### config.mk
export PLATFORM = sky130hd
export DESIGN_NAME = mem_requester_flat
export DESIGN_NICKNAME = d
export VERILOG_FILES = /design/src/rtl/mem_if_pkg.sv /design/src/rtl/mem_requester_if.sv /design/src/rtl/mem_req_scoreboard.sv /design/src/rtl/mem_requester.sv /design/src/flat_wrapper.sv
export SDC_FILE = /design/constraint.sdc
export NUM_CORES = 1
export LEC_CHECK = 0
export BUFFER_PORTS_ARGS = -buffer_cell sky130_fd_sc_hd__buf_2
export CAP_MARGIN = 20
export CORE_UTILIZATION = 46
export DETAILED_ROUTE_END_ITERATION = 7
export PLACE_DENSITY = 0.8
export SLEW_MARGIN = 25
export SYNTH_ARGS = -nofsm -noshare
export SYNTH_HDL_FRONTEND = slang
export SYNTH_SLANG_ARGS = --single-unit
### constraint.sdc
create_clock -name clk -period 2.4 [get_ports clk]
set_input_delay 0.36 -clock clk [delete_from_list [all_inputs] [get_ports clk]]
set_output_delay 0.36 -clock clk [all_outputs]
set_load 0.01 [all_outputs]
### src/rtl/mem_if_pkg.sv
// rtl/mem_if_pkg.sv - shared widths, packed-field positions and response FSM encoding
package mem_if_pkg;

    localparam int DEF_DATA_WIDTH      = 32;
    localparam int DEF_ADDR_WIDTH      = 31;
    localparam int DEF_TID_WIDTH       = 16;
    localparam int DEF_MAX_OUTSTANDING = 4;

    typedef enum logic [1:0] {
        ST_IDLE      = 2'd0,
        ST_WAIT_DATA = 2'd1,
        ST_HOLD      = 2'd2
    } resp_state_t;

    // Request word is {tid, rw, addr, data}; response word is {tid, data}.
    function automatic int out_addr_lsb(input int dw);
        return dw;
    endfunction

    function automatic int out_rw_pos(input int dw, input int aw);
        return dw + aw;
    endfunction

    function automatic int out_tid_lsb(input int dw, input int aw);
        return dw + aw + 1;
    endfunction

    function automatic int in_tid_lsb(input int dw);
        return dw;
    endfunction

endpackage

### src/rtl/mem_requester_if.sv
// rtl/mem_requester_if.sv - host, request-FIFO and response-FIFO signals of mem_requester
interface mem_requester_if #(
    parameter int DATA_WIDTH      = mem_if_pkg::DEF_DATA_WIDTH,
    parameter int ADDR_WIDTH      = mem_if_pkg::DEF_ADDR_WIDTH,
    parameter int TID_WIDTH       = mem_if_pkg::DEF_TID_WIDTH,
    parameter int MAX_OUTSTANDING = mem_if_pkg::DEF_MAX_OUTSTANDING
);
    localparam int OUT_W = TID_WIDTH + 1 + ADDR_WIDTH + DATA_WIDTH;
    localparam int IN_W  = TID_WIDTH + DATA_WIDTH;
    localparam int CNT_W = $clog2(MAX_OUTSTANDING + 1);

    logic                  req_valid;
    logic                  req_ready;
    logic                  req_rw;
    logic [ADDR_WIDTH-1:0] req_addr;
    logic [DATA_WIDTH-1:0] req_data;
    logic                  write_ctr;
    logic [OUT_W-1:0]      outgoing_data;
    logic                  full_signal;
    logic                  read_ctr;
    logic [IN_W-1:0]       incoming_data;
    logic                  empty_signal;
    logic                  resp_valid;
    logic                  resp_ready;
    logic [TID_WIDTH-1:0]  resp_tid;
    logic                  resp_rw;
    logic [DATA_WIDTH-1:0] resp_data;
    logic [CNT_W-1:0]      outstanding;
    logic                  err_unknown_tid;

    modport master (
        input  req_valid, req_rw, req_addr, req_data, full_signal,
               incoming_data, empty_signal, resp_ready,
        output req_ready, write_ctr, outgoing_data, read_ctr,
               resp_valid, resp_tid, resp_rw, resp_data, outstanding, err_unknown_tid
    );

    modport slave (
        output req_valid, req_rw, req_addr, req_data, full_signal,
               incoming_data, empty_signal, resp_ready,
        input  req_ready, write_ctr, outgoing_data, read_ctr,
               resp_valid, resp_tid, resp_rw, resp_data, outstanding, err_unknown_tid
    );

endinterface

### src/rtl/mem_req_scoreboard.sv
// rtl/mem_req_scoreboard.sv - outstanding-transaction slots: allocate, TID lookup/free, live count
module mem_req_scoreboard #(
    parameter int TID_WIDTH       = 16,
    parameter int MAX_OUTSTANDING = 4,
    parameter int CNT_W           = $clog2(MAX_OUTSTANDING + 1)
) (
    input  logic                 clk,
    input  logic                 reset,
    input  logic                 i_alloc,
    input  logic [TID_WIDTH-1:0] i_alloc_tid,
    input  logic                 i_alloc_rw,
    input  logic                 i_lookup_en,
    input  logic [TID_WIDTH-1:0] i_lookup_tid,
    output logic                 o_hit,
    output logic                 o_hit_rw,
    output logic [CNT_W-1:0]     o_outstanding
);
    localparam int SLOT_W = (MAX_OUTSTANDING > 1) ? $clog2(MAX_OUTSTANDING) : 1;

    logic [MAX_OUTSTANDING-1:0] r_valid;
    logic [MAX_OUTSTANDING-1:0] r_rw;
    logic [TID_WIDTH-1:0]       r_tid [MAX_OUTSTANDING];
    logic [CNT_W-1:0]           r_count;

    logic [SLOT_W-1:0] w_alloc_idx;
    logic [SLOT_W-1:0] w_hit_idx;
    logic              w_free_found;
    logic              w_match;
    logic              w_do_alloc;

    // Descending scans so the last assignment wins: lowest-index slot is chosen.
    always_comb begin
        w_alloc_idx  = '0;
        w_free_found = 1'b0;
        w_hit_idx    = '0;
        w_match      = 1'b0;
        for (int i = MAX_OUTSTANDING - 1; i >= 0; i--) begin
            if (!r_valid[i]) begin
                w_alloc_idx  = SLOT_W'(i);
                w_free_found = 1'b1;
            end
            if (r_valid[i] && (r_tid[i] == i_lookup_tid)) begin
                w_hit_idx = SLOT_W'(i);
                w_match   = 1'b1;
            end
        end
    end

    assign o_hit         = i_lookup_en && w_match;
    assign o_hit_rw      = r_rw[w_hit_idx];
    assign w_do_alloc    = i_alloc && w_free_found;
    assign o_outstanding = r_count;

    // A slot freed this cycle is still marked valid for allocation; it reopens next cycle.
    always_ff @(posedge clk or negedge reset) begin
        if (!reset) begin
            r_valid <= '0;
            r_rw    <= '0;
            r_count <= '0;
            for (int i = 0; i < MAX_OUTSTANDING; i++) begin
                r_tid[i] <= '0;
            end
        end else begin
            if (o_hit) begin
                r_valid[w_hit_idx] <= 1'b0;
            end
            if (w_do_alloc) begin
                r_valid[w_alloc_idx] <= 1'b1;
                r_tid[w_alloc_idx]   <= i_alloc_tid;
                r_rw[w_alloc_idx]    <= i_alloc_rw;
            end
            if (w_do_alloc && !o_hit) begin
                r_count <= r_count + CNT_W'(1);
            end else if (!w_do_alloc && o_hit) begin
                r_count <= r_count - CNT_W'(1);
            end
        end
    end

endmodule

### src/rtl/mem_requester.sv
// rtl/mem_requester.sv - tags host requests with TIDs, issues them to a FIFO and matches responses
module mem_requester
    import mem_if_pkg::*;
#(
    parameter int DATA_WIDTH      = DEF_DATA_WIDTH,
    parameter int ADDR_WIDTH      = DEF_ADDR_WIDTH,
    parameter int TID_WIDTH       = DEF_TID_WIDTH,
    parameter int MAX_OUTSTANDING = DEF_MAX_OUTSTANDING
) (
    input  logic           clk,
    input  logic           reset,
    mem_requester_if.master bus
);
    localparam int CNT_W      = $clog2(MAX_OUTSTANDING + 1);
    localparam int IN_TID_LSB = in_tid_lsb(DATA_WIDTH);

    resp_state_t r_state;
    resp_state_t w_state_nxt;

    logic [TID_WIDTH-1:0]  r_next_tid;
    logic [TID_WIDTH-1:0]  r_resp_tid;
    logic                  r_resp_rw;
    logic [DATA_WIDTH-1:0] r_resp_data;
    logic                  r_err;

    logic                  w_req_ready;
    logic                  w_accept;
    logic                  w_read;
    logic                  w_lookup_en;
    logic                  w_resp_valid;
    logic                  w_hit;
    logic                  w_hit_rw;
    logic [CNT_W-1:0]      w_outstanding;
    logic [TID_WIDTH-1:0]  w_in_tid;
    logic [DATA_WIDTH-1:0] w_in_data;

    assign w_in_tid  = bus.incoming_data[IN_TID_LSB +: TID_WIDTH];
    assign w_in_data = bus.incoming_data[DATA_WIDTH-1:0];

    assign w_req_ready = !bus.full_signal && (w_outstanding < CNT_W'(MAX_OUTSTANDING));
    assign w_accept    = bus.req_valid && w_req_ready && reset;

    mem_req_scoreboard #(
        .TID_WIDTH       (TID_WIDTH),
        .MAX_OUTSTANDING (MAX_OUTSTANDING),
        .CNT_W           (CNT_W)
    ) u_scoreboard (
        .clk           (clk),
        .reset         (reset),
        .i_alloc       (w_accept),
        .i_alloc_tid   (r_next_tid),
        .i_alloc_rw    (bus.req_rw),
        .i_lookup_en   (w_lookup_en),
        .i_lookup_tid  (w_in_tid),
        .o_hit         (w_hit),
        .o_hit_rw      (w_hit_rw),
        .o_outstanding (w_outstanding)
    );

    always_ff @(posedge clk or negedge reset) begin
        if (!reset) begin
            r_next_tid <= '0;
        end else if (w_accept) begin
            r_next_tid <= r_next_tid + TID_WIDTH'(1);
        end
    end

    always_ff @(posedge clk or negedge reset) begin
        if (!reset) begin
            r_state <= ST_IDLE;
        end else begin
            r_state <= w_state_nxt;
        end
    end

    always_comb begin
        w_state_nxt = r_state;
        case (r_state)
            ST_IDLE:      if (!bus.empty_signal) w_state_nxt = ST_WAIT_DATA;
            ST_WAIT_DATA: w_state_nxt = w_hit ? ST_HOLD : ST_IDLE;
            ST_HOLD:      if (bus.resp_ready) w_state_nxt = ST_IDLE;
            default:      w_state_nxt = ST_IDLE;
        endcase
    end

    always_comb begin
        w_read       = 1'b0;
        w_lookup_en  = 1'b0;
        w_resp_valid = 1'b0;
        case (r_state)
            ST_IDLE:      w_read       = !bus.empty_signal && reset;
            ST_WAIT_DATA: w_lookup_en  = 1'b1;
            ST_HOLD:      w_resp_valid = 1'b1;
            default:      ;
        endcase
    end

    // Response word arrives the cycle after read_ctr, so capture and miss detection happen in WAIT_DATA.
    always_ff @(posedge clk or negedge reset) begin
        if (!reset) begin
            r_resp_tid  <= '0;
            r_resp_rw   <= 1'b0;
            r_resp_data <= '0;
            r_err       <= 1'b0;
        end else begin
            r_err <= w_lookup_en && !w_hit;
            if (w_hit) begin
                r_resp_tid  <= w_in_tid;
                r_resp_rw   <= w_hit_rw;
                r_resp_data <= w_in_data;
            end
        end
    end

    assign bus.req_ready       = w_req_ready;
    assign bus.write_ctr       = w_accept;
    assign bus.outgoing_data   = {r_next_tid, bus.req_rw, bus.req_addr, bus.req_data};
    assign bus.read_ctr        = w_read;
    assign bus.resp_valid      = w_resp_valid;
    assign bus.resp_tid        = r_resp_tid;
    assign bus.resp_rw         = r_resp_rw;
    assign bus.resp_data       = r_resp_data;
    assign bus.outstanding     = w_outstanding;
    assign bus.err_unknown_tid = r_err;

endmodule

### src/flat_wrapper.sv
// flat-port wrapper written by rule: the top's interface ports become plain ports
module mem_requester_flat import mem_if_pkg::*;
#(
    parameter int DATA_WIDTH      = DEF_DATA_WIDTH,
    parameter int ADDR_WIDTH      = DEF_ADDR_WIDTH,
    parameter int TID_WIDTH       = DEF_TID_WIDTH,
    parameter int MAX_OUTSTANDING = DEF_MAX_OUTSTANDING
)
  (clk, reset, bus_req_valid, bus_req_rw, bus_req_addr, bus_req_data, bus_full_signal, bus_incoming_data, bus_empty_signal, bus_resp_ready, bus_req_ready, bus_write_ctr, bus_outgoing_data, bus_read_ctr, bus_resp_valid, bus_resp_tid, bus_resp_rw, bus_resp_data, bus_outstanding, bus_err_unknown_tid);
  mem_requester_if #(.DATA_WIDTH(DATA_WIDTH), .ADDR_WIDTH(ADDR_WIDTH), .TID_WIDTH(TID_WIDTH), .MAX_OUTSTANDING(MAX_OUTSTANDING)) bus_i ();
  input  logic clk;
  input  logic reset;
  input wire logic [$bits(bus_i.req_valid)-1:0] bus_req_valid;
  input wire logic [$bits(bus_i.req_rw)-1:0] bus_req_rw;
  input wire logic [$bits(bus_i.req_addr)-1:0] bus_req_addr;
  input wire logic [$bits(bus_i.req_data)-1:0] bus_req_data;
  input wire logic [$bits(bus_i.full_signal)-1:0] bus_full_signal;
  input wire logic [$bits(bus_i.incoming_data)-1:0] bus_incoming_data;
  input wire logic [$bits(bus_i.empty_signal)-1:0] bus_empty_signal;
  input wire logic [$bits(bus_i.resp_ready)-1:0] bus_resp_ready;
  output wire logic [$bits(bus_i.req_ready)-1:0] bus_req_ready;
  output wire logic [$bits(bus_i.write_ctr)-1:0] bus_write_ctr;
  output wire logic [$bits(bus_i.outgoing_data)-1:0] bus_outgoing_data;
  output wire logic [$bits(bus_i.read_ctr)-1:0] bus_read_ctr;
  output wire logic [$bits(bus_i.resp_valid)-1:0] bus_resp_valid;
  output wire logic [$bits(bus_i.resp_tid)-1:0] bus_resp_tid;
  output wire logic [$bits(bus_i.resp_rw)-1:0] bus_resp_rw;
  output wire logic [$bits(bus_i.resp_data)-1:0] bus_resp_data;
  output wire logic [$bits(bus_i.outstanding)-1:0] bus_outstanding;
  output wire logic [$bits(bus_i.err_unknown_tid)-1:0] bus_err_unknown_tid;
  assign bus_i.req_valid = bus_req_valid;
  assign bus_i.req_rw = bus_req_rw;
  assign bus_i.req_addr = bus_req_addr;
  assign bus_i.req_data = bus_req_data;
  assign bus_i.full_signal = bus_full_signal;
  assign bus_i.incoming_data = bus_incoming_data;
  assign bus_i.empty_signal = bus_empty_signal;
  assign bus_i.resp_ready = bus_resp_ready;
  assign bus_req_ready = bus_i.req_ready;
  assign bus_write_ctr = bus_i.write_ctr;
  assign bus_outgoing_data = bus_i.outgoing_data;
  assign bus_read_ctr = bus_i.read_ctr;
  assign bus_resp_valid = bus_i.resp_valid;
  assign bus_resp_tid = bus_i.resp_tid;
  assign bus_resp_rw = bus_i.resp_rw;
  assign bus_resp_data = bus_i.resp_data;
  assign bus_outstanding = bus_i.outstanding;
  assign bus_err_unknown_tid = bus_i.err_unknown_tid;
  mem_requester #(.DATA_WIDTH(DATA_WIDTH), .ADDR_WIDTH(ADDR_WIDTH), .TID_WIDTH(TID_WIDTH), .MAX_OUTSTANDING(MAX_OUTSTANDING)) u_core (.clk(clk), .reset(reset), .bus(bus_i));
endmodule
Word-level counts from Yosys, hierarchy flattened:

Index checks and enable logic that the tools add are counted.

* bits in registers: 143
* input port bits: 118
* output and inout port bits: 137
* logic and storage cells: 95

* add/sub/neg operators: 3
* $lt $le $gt $ge: 7
* equality and inequality tests: 8
* mux-type cells: 37
* bitwise gates (word level): 4
* reduce and logical (&&, ||, !) cells: 23

Operators by type and width (number)
* bitwise mux 64 bit: 1
* equality test 16 bit: 4
* demux 16 bit (select 2 bit): 1
* two-way mux 2 bit: 11
* adder 16 x 1 -> 16 bit (second input constant): 1
* logical AND 1 bit: 16
* two-way mux 16 bit: 1
* two-way mux 1 bit: 14
* two-way mux 4 bit: 2
* < comparator 2 x 3 -> 1 bit (second input constant): 2
* two-way mux 3 bit: 2
* one-hot mux 2 bit (3 select lines): 1
* AND 4 bit: 1
* bitwise mux 4 bit: 1
* demux 1 bit (select 2 bit): 2
* greater-or-equal comparator 2 x 1 -> 1 bit (second input constant): 2
* zero test 1 bit: 4
* != test 2 bit (second input constant): 2
* NOT 4 bit: 1
* bitwise OR 4 bit: 1
* adder 3 x 1 -> 3 bit (second input constant): 1
* greater-or-equal comparator 3 bit (second input constant): 1
* < comparator 3 x 1 -> 1 bit (second input constant): 1
* < comparator 3 bit (second input constant): 1
* other kinds (8): 8

Depth between registers and ports, before layout:

* depth after elaboration: 15
* gate-level depth with buffers: 12
* mapped depth without buffers: 11

By module:

A second synthesis with hierarchy kept.

* cells, all modules: 534
* area, all modules: 6912.9 sq um

By module, submodules not included
* mem_req_scoreboard: instances 1, cells an instance 299, area an instance 3787.4 sq um
* mem_requester: instances 1, cells an instance 235, area an instance 3125.5 sq um

Worst setup path before layout:

Ideal clock, no wire load.

* path type: in2reg
* start point: input port bus_incoming_data[44]
* end point: register u_core.u_scoreboard.r_count[1] (netlist: u_core.u_scoreboard.o_outstanding[1])
* arrival time: 2527 ps
* setup slack: -252 ps
* stages: 10
* path buffers: 1
* cells stage by stage: buf_6 -> xor2_1 -> nor4_1 -> nand2_1 -> nor4_1 -> o41ai_1 -> ha_1 -> inv_1 -> fa_1 -> mux2_2

* longest elaborated chain between the ends: 10
* elaborated cells between the ends (all ways): 18

Ends and longest elaborated chain
* start: declaration: line flat_wrapper.sv:18 `input wire logic [$bits(bus_i.incoming_data)-1:0] bus_incoming_data;`
* equality test 16 bit: line mem_req_scoreboard.sv:42 `if (r_valid[i] && (r_tid[i] == i_lookup_tid)) begin`
* logical AND 1 bit: line mem_req_scoreboard.sv:42
* two-way mux 1 bit (3 in a row): line mem_req_scoreboard.sv:42
* two-way mux 1 bit *: line mem_req_scoreboard.sv:42
* logical AND 1 bit *: line mem_req_scoreboard.sv:49 `assign o_hit = i_lookup_en && w_match;`
* zero test 1 bit: line mem_req_scoreboard.sv:72 `if (w_do_alloc && !o_hit) begin`
* logical AND 1 bit: line mem_req_scoreboard.sv:72
* two-way mux 3 bit / nonzero test 2 bit (equally long branches)
* end signal: assignment: line mem_req_scoreboard.sv:73 `r_count <= r_count + CNT_W'(1);`
* end signal: assignment: line mem_req_scoreboard.sv:75 `r_count <= r_count - CNT_W'(1);`
* end: declaration: line mem_req_scoreboard.sv:23 `logic [CNT_W-1:0] r_count;`

Mark *: on every way between the ends. The rest lies on a longest branch, timed or not.
A chain may end at the register's enable or synchronous reset.

Worst setup path in the final report:

* start point: register u_core.u_scoreboard.r_tid[48] (netlist name)
* end point: register u_core.u_scoreboard.r_count[1] (netlist: u_core.u_scoreboard.o_outstanding[1])

* longest elaborated chain between the ends: 7
* elaborated cells between the ends (all ways): 9

Ends and longest elaborated chain
* start: declaration: line mem_req_scoreboard.sv:22 `logic [TID_WIDTH-1:0] r_tid [MAX_OUTSTANDING];`
* start signal: indexed assignment: line mem_req_scoreboard.sv:69 `r_tid[w_alloc_idx] <= i_alloc_tid;`
* equality test 16 bit *: line mem_req_scoreboard.sv:42
* logical AND 1 bit *: line mem_req_scoreboard.sv:42
* two-way mux 1 bit *: line mem_req_scoreboard.sv:42
* logical AND 1 bit *: line mem_req_scoreboard.sv:49
* zero test 1 bit: line mem_req_scoreboard.sv:72
* logical AND 1 bit: line mem_req_scoreboard.sv:72
* two-way mux 3 bit / nonzero test 2 bit (equally long branches)

Marked as above.

==> flow_metrics.py <==
metrics = {
    "drt": {
        "ant_nets": 0,
        "drc_errors": 0,
        "wl_per_cell_um": 18.8,
        "vias": 4585,
        "first_pass_iters": 4,
        "drt-initial-drc-count": 160,
        "viasPerCell": 5.12,
        "wl_um": 16900,
    },
    "sta": {
        "period_share_pct": 108,
        "worstMarginPinSlew_ns": 0.816,
        "min_period_ns": 2.59,
        "max-slew-margin-rel_pct": 45.6,
        "rsz0062_at_grt": "yes",
        "hold_slack_ns": 0.0395,
        "tns_ns": -4.02,
        "drv_slew": 0,
        "setup_viol": 50,
        "fin_ws_ns": -0.190,
        "fmax_mhz": 386,
        "final.setup_skew_ns": 0.00982,
        "finalHoldViolCount": 0,
    },
    "critical_path": {
        "cp.required_ns": 2.71,
        "rr_endpoint": "u_core.u_scoreboard.o_outstanding[1]$_DFFE_PN0P_",
        "critPathBufInv": 1,
        "crit_type": "reg -> reg",
        "cp_cell_sequence": "xor2_1 -> nor4_2 -> nand2_1 -> nor4_4 -> o41ai_2 -> ha_2 -> inv_2 -> fa_1 -> mux2_4",
        "r2r_cells": 9,
        "cp-start-kind": "register",
        "r2r_setup_slack_ns": -0.19,
        "cp_slowest_stage_delay_ns": 0.41,
        "worstPathArrival_ns": 2.90,
        "cp_max_fo": 2,
        "cpMaxStageDelayCell": "nor4_2",
        "critPathTopFamily": "simple AND/OR/NAND/NOR gates",
        "cp-end-kind": "register",
        "reg2reg_from": "u_core.u_scoreboard.r_tid[48]$_DFFE_PN0P_",
    },
    "placed_design": {
        "place_hpwl_um": 12000,
        "gp_congestion": 0.817,
        "post-place-cells": 856,
        "io_buffers": 128,
        "dpl-instance-area_mm2": 0.00793,
        "dpl_worst_slack_ns": -0.511,
    },
    "pwr": {
        "ir_worst_vdd_mv": 0.529,
        "pwr-share-clk_pct": 41.9,
        "p_switching_mw": 1.77,
        "seqPwrFrac_pct": 43.8,
        "p_total_mw": 6.69,
        "netSwitchingFraction_pct": 26.5,
        "leakage_nw": 4.68,
        "power.internal_mw": 4.92,
        "pwr_density_cell_mw_per_mm2": 758,
        "power_frac_comb_pct": 14.3,
    },
    "global_route": {
        "grtUsageTotal_pct": 21.6,
        "grt_pass1_vias": 4885,
        "grt.overflow.total": 0,
        "grt_pass1_wl_um": 26300,
        "antenna_found_initial": 0,
        "grt_start_max_net_pins": 144,
    },
    "layout": {
        "postLayoutCoreUtil_pct": 57.6,
        "num_antenna_cells": 0,
        "final_layout_size_suffix_gt1_share_pct": 44.2,
        "fin_area_mm2": 0.00883,
        "finalNetCount": 794,
        "final_cell_mix": "dfrtp_1 (143), buf_2 (127), mux2_1 (61)",
        "fin_cells": 896,
        "layout_commonest_cell": "dfrtp_1",
        "area_growth_syn_to_layout_pct": 21.4,
    },
    "synthesis": {
        "async_reset_ff_share_pct": 100,
        "synth.net_count": 680,
        "yosysWarnings": 0,
        "syn_area_mm2": 0.00727,
        "synth_cell_type_count": 54,
        "synth.avg_cell_area_um2": 13.0,
        "ys.flop_type": "dfrtp_1",
        "synth_edf_count": 0,
        "synthesis.instances": 559,
        "synth-seq-cells": 143,
        "yosysSeqAreaShare_pct": 49.2,
    },
    "status": {
        "violations": "setup timing",
        "status": "complete, but fails checks",
    },
    "floorplan": {
        "fp.dieH_um": 128,
        "die_w_um": 128,
        "core_mm2": 0.0153,
        "rows": 45,
        "ios": 255,
        "dieArea_mm2": 0.0163,
        "initial_core_util_pct": 47.5,
    },
    "run": {
        "max_cap_violations": 0,
    },
    "clock_tree": {
        "insertion_delay_ns": 0.42,
        "numCtsBuffers": 17,
        "clk_pin_slew_ns": 0.06,
        "cts_num_sinks": 143,
        "cts_tree": "done",
        "cts_root_buf": "clkbuf_16",
        "cts.path.max_buffers": 2,
        "htree_levels": 4,
    },
    "min_path": {
        "hold_class": "in -> async",
    },
}
synthesized netlist by cell type, types with 3 or more instances:
cell      number  area (µm²)
dfrtp_1      143        3580
buf_4         67         503
mux2_1        61         687
mux2_4        48         721
xnor2_1       45         394
xor2_1        34         298
nand2_1       24        90.1
buf_6         17         191
nor2_1        12        45.0
nand4_1       10        62.6
inv_1          9        33.8
clkbuf_1       8        30.0
nor4_1         8        50.1
nand3_1        7        35.0
mux2_2         6        67.6
o21ai_1        6        30.0
nor3_1         5        25.0
nand2b_1       3        18.8
or3_1          3        18.8
power groups by stage:
stage          registers [mW]  logic (mW)  clock network [mW]
2_1_floorplan            2.91       0.675                   0
3_3_place_gp             2.94       0.905                   0
3_5_place_dp             2.97       0.949                   0
4_1_cts                  2.93       0.964                2.85
5_1_grt                  2.97        1.05                2.95
6_report                 2.93       0.955                2.80
registers in the layout, summed over array words and instances (netlist names):
| signal | cells |
|---|---|
| u_core.bus.err_unknown_tid | 1 |
| u_core.bus.resp_data | 32 |
| u_core.bus.resp_rw | 1 |
| u_core.bus.resp_tid | 16 |
| u_core.r_next_tid | 16 |
| u_core.r_state | 2 |
| u_core.u_scoreboard.o_outstanding | 3 |
| u_core.u_scoreboard.r_rw | 4 |
| u_core.u_scoreboard.r_tid | 64 |
| u_core.u_scoreboard.r_valid | 4 |
kinds of logic after synthesis:
group                    after synthesis  share of synthesized area, %
buffers and inverters                105                          10.7
XOR/XNOR                              79                          9.52
flip-flops                           143                          49.2
adder cells (fa/ha/maj)                3                         0.619
multiplexers                         115                          20.3
AND/OR/NAND/NOR                       94                          7.37
AO/OA/AOI/OAI                         20                          2.34
area by class of cell:
cell class,instances,area [µm²]
Inverter,10,37.5
Sequential cell,143,3580
Tap cell,211,264
Clock inverter,12,181
Fill cell,1279,6490
Clock buffer,19,443
Multi-Input combinational cell,311,3020
Timing Repair Buffer,190,1300
timing repair:
item	in CTS	in global routing
endpoints found under the hold margin	0	0
pin swaps	15	8
setup endpoints to repair	51	51
buffers inserted	5	0
resized for setup	24	3
hold buffers	0	0
gates cloned	3	1
routing by layer:
metal | vias up | part of all wire (%) | global-route usage (%)
li1 | 2050 | - | -
met1 | 2316 | 42 | 26.6
met2 | 151 | 50 | 35.8
met3 | 68 | 5.6 | 5.38
met4 | 0 | 3.3 | 10.4
met5 | - | 0 | 0
worst max path at each step:
stage | to | cells after the start | slack [ns] | start
after global routing | u_core.u_scoreboard.o_outstanding[1]$_DFFE_PN0P_ | 9 | -0.28 | u_core.u_scoreboard.r_tid[31]$_DFFE_PN0P_
after global placement | u_core.u_scoreboard.o_outstanding[1]$_DFFE_PN0P_ | 10 | -0.49 | bus_incoming_data[32]
after detailed placement | u_core.u_scoreboard.o_outstanding[1]$_DFFE_PN0P_ | 10 | -0.51 | bus_incoming_data[40]
final | u_core.u_scoreboard.o_outstanding[1]$_DFFE_PN0P_ | 9 | -0.19 | u_core.u_scoreboard.r_tid[48]$_DFFE_PN0P_
after CTS | u_core.u_scoreboard.o_outstanding[1]$_DFFE_PN0P_ | 9 | -0.18 | u_core.u_scoreboard.r_tid[31]$_DFFE_PN0P_
after floorplan | u_core.u_scoreboard.o_outstanding[1]$_DFFE_PN0P_ | 10 | -0.14 | bus_incoming_data[41]
No activity file was read; power rests on OpenSTA's default activity.
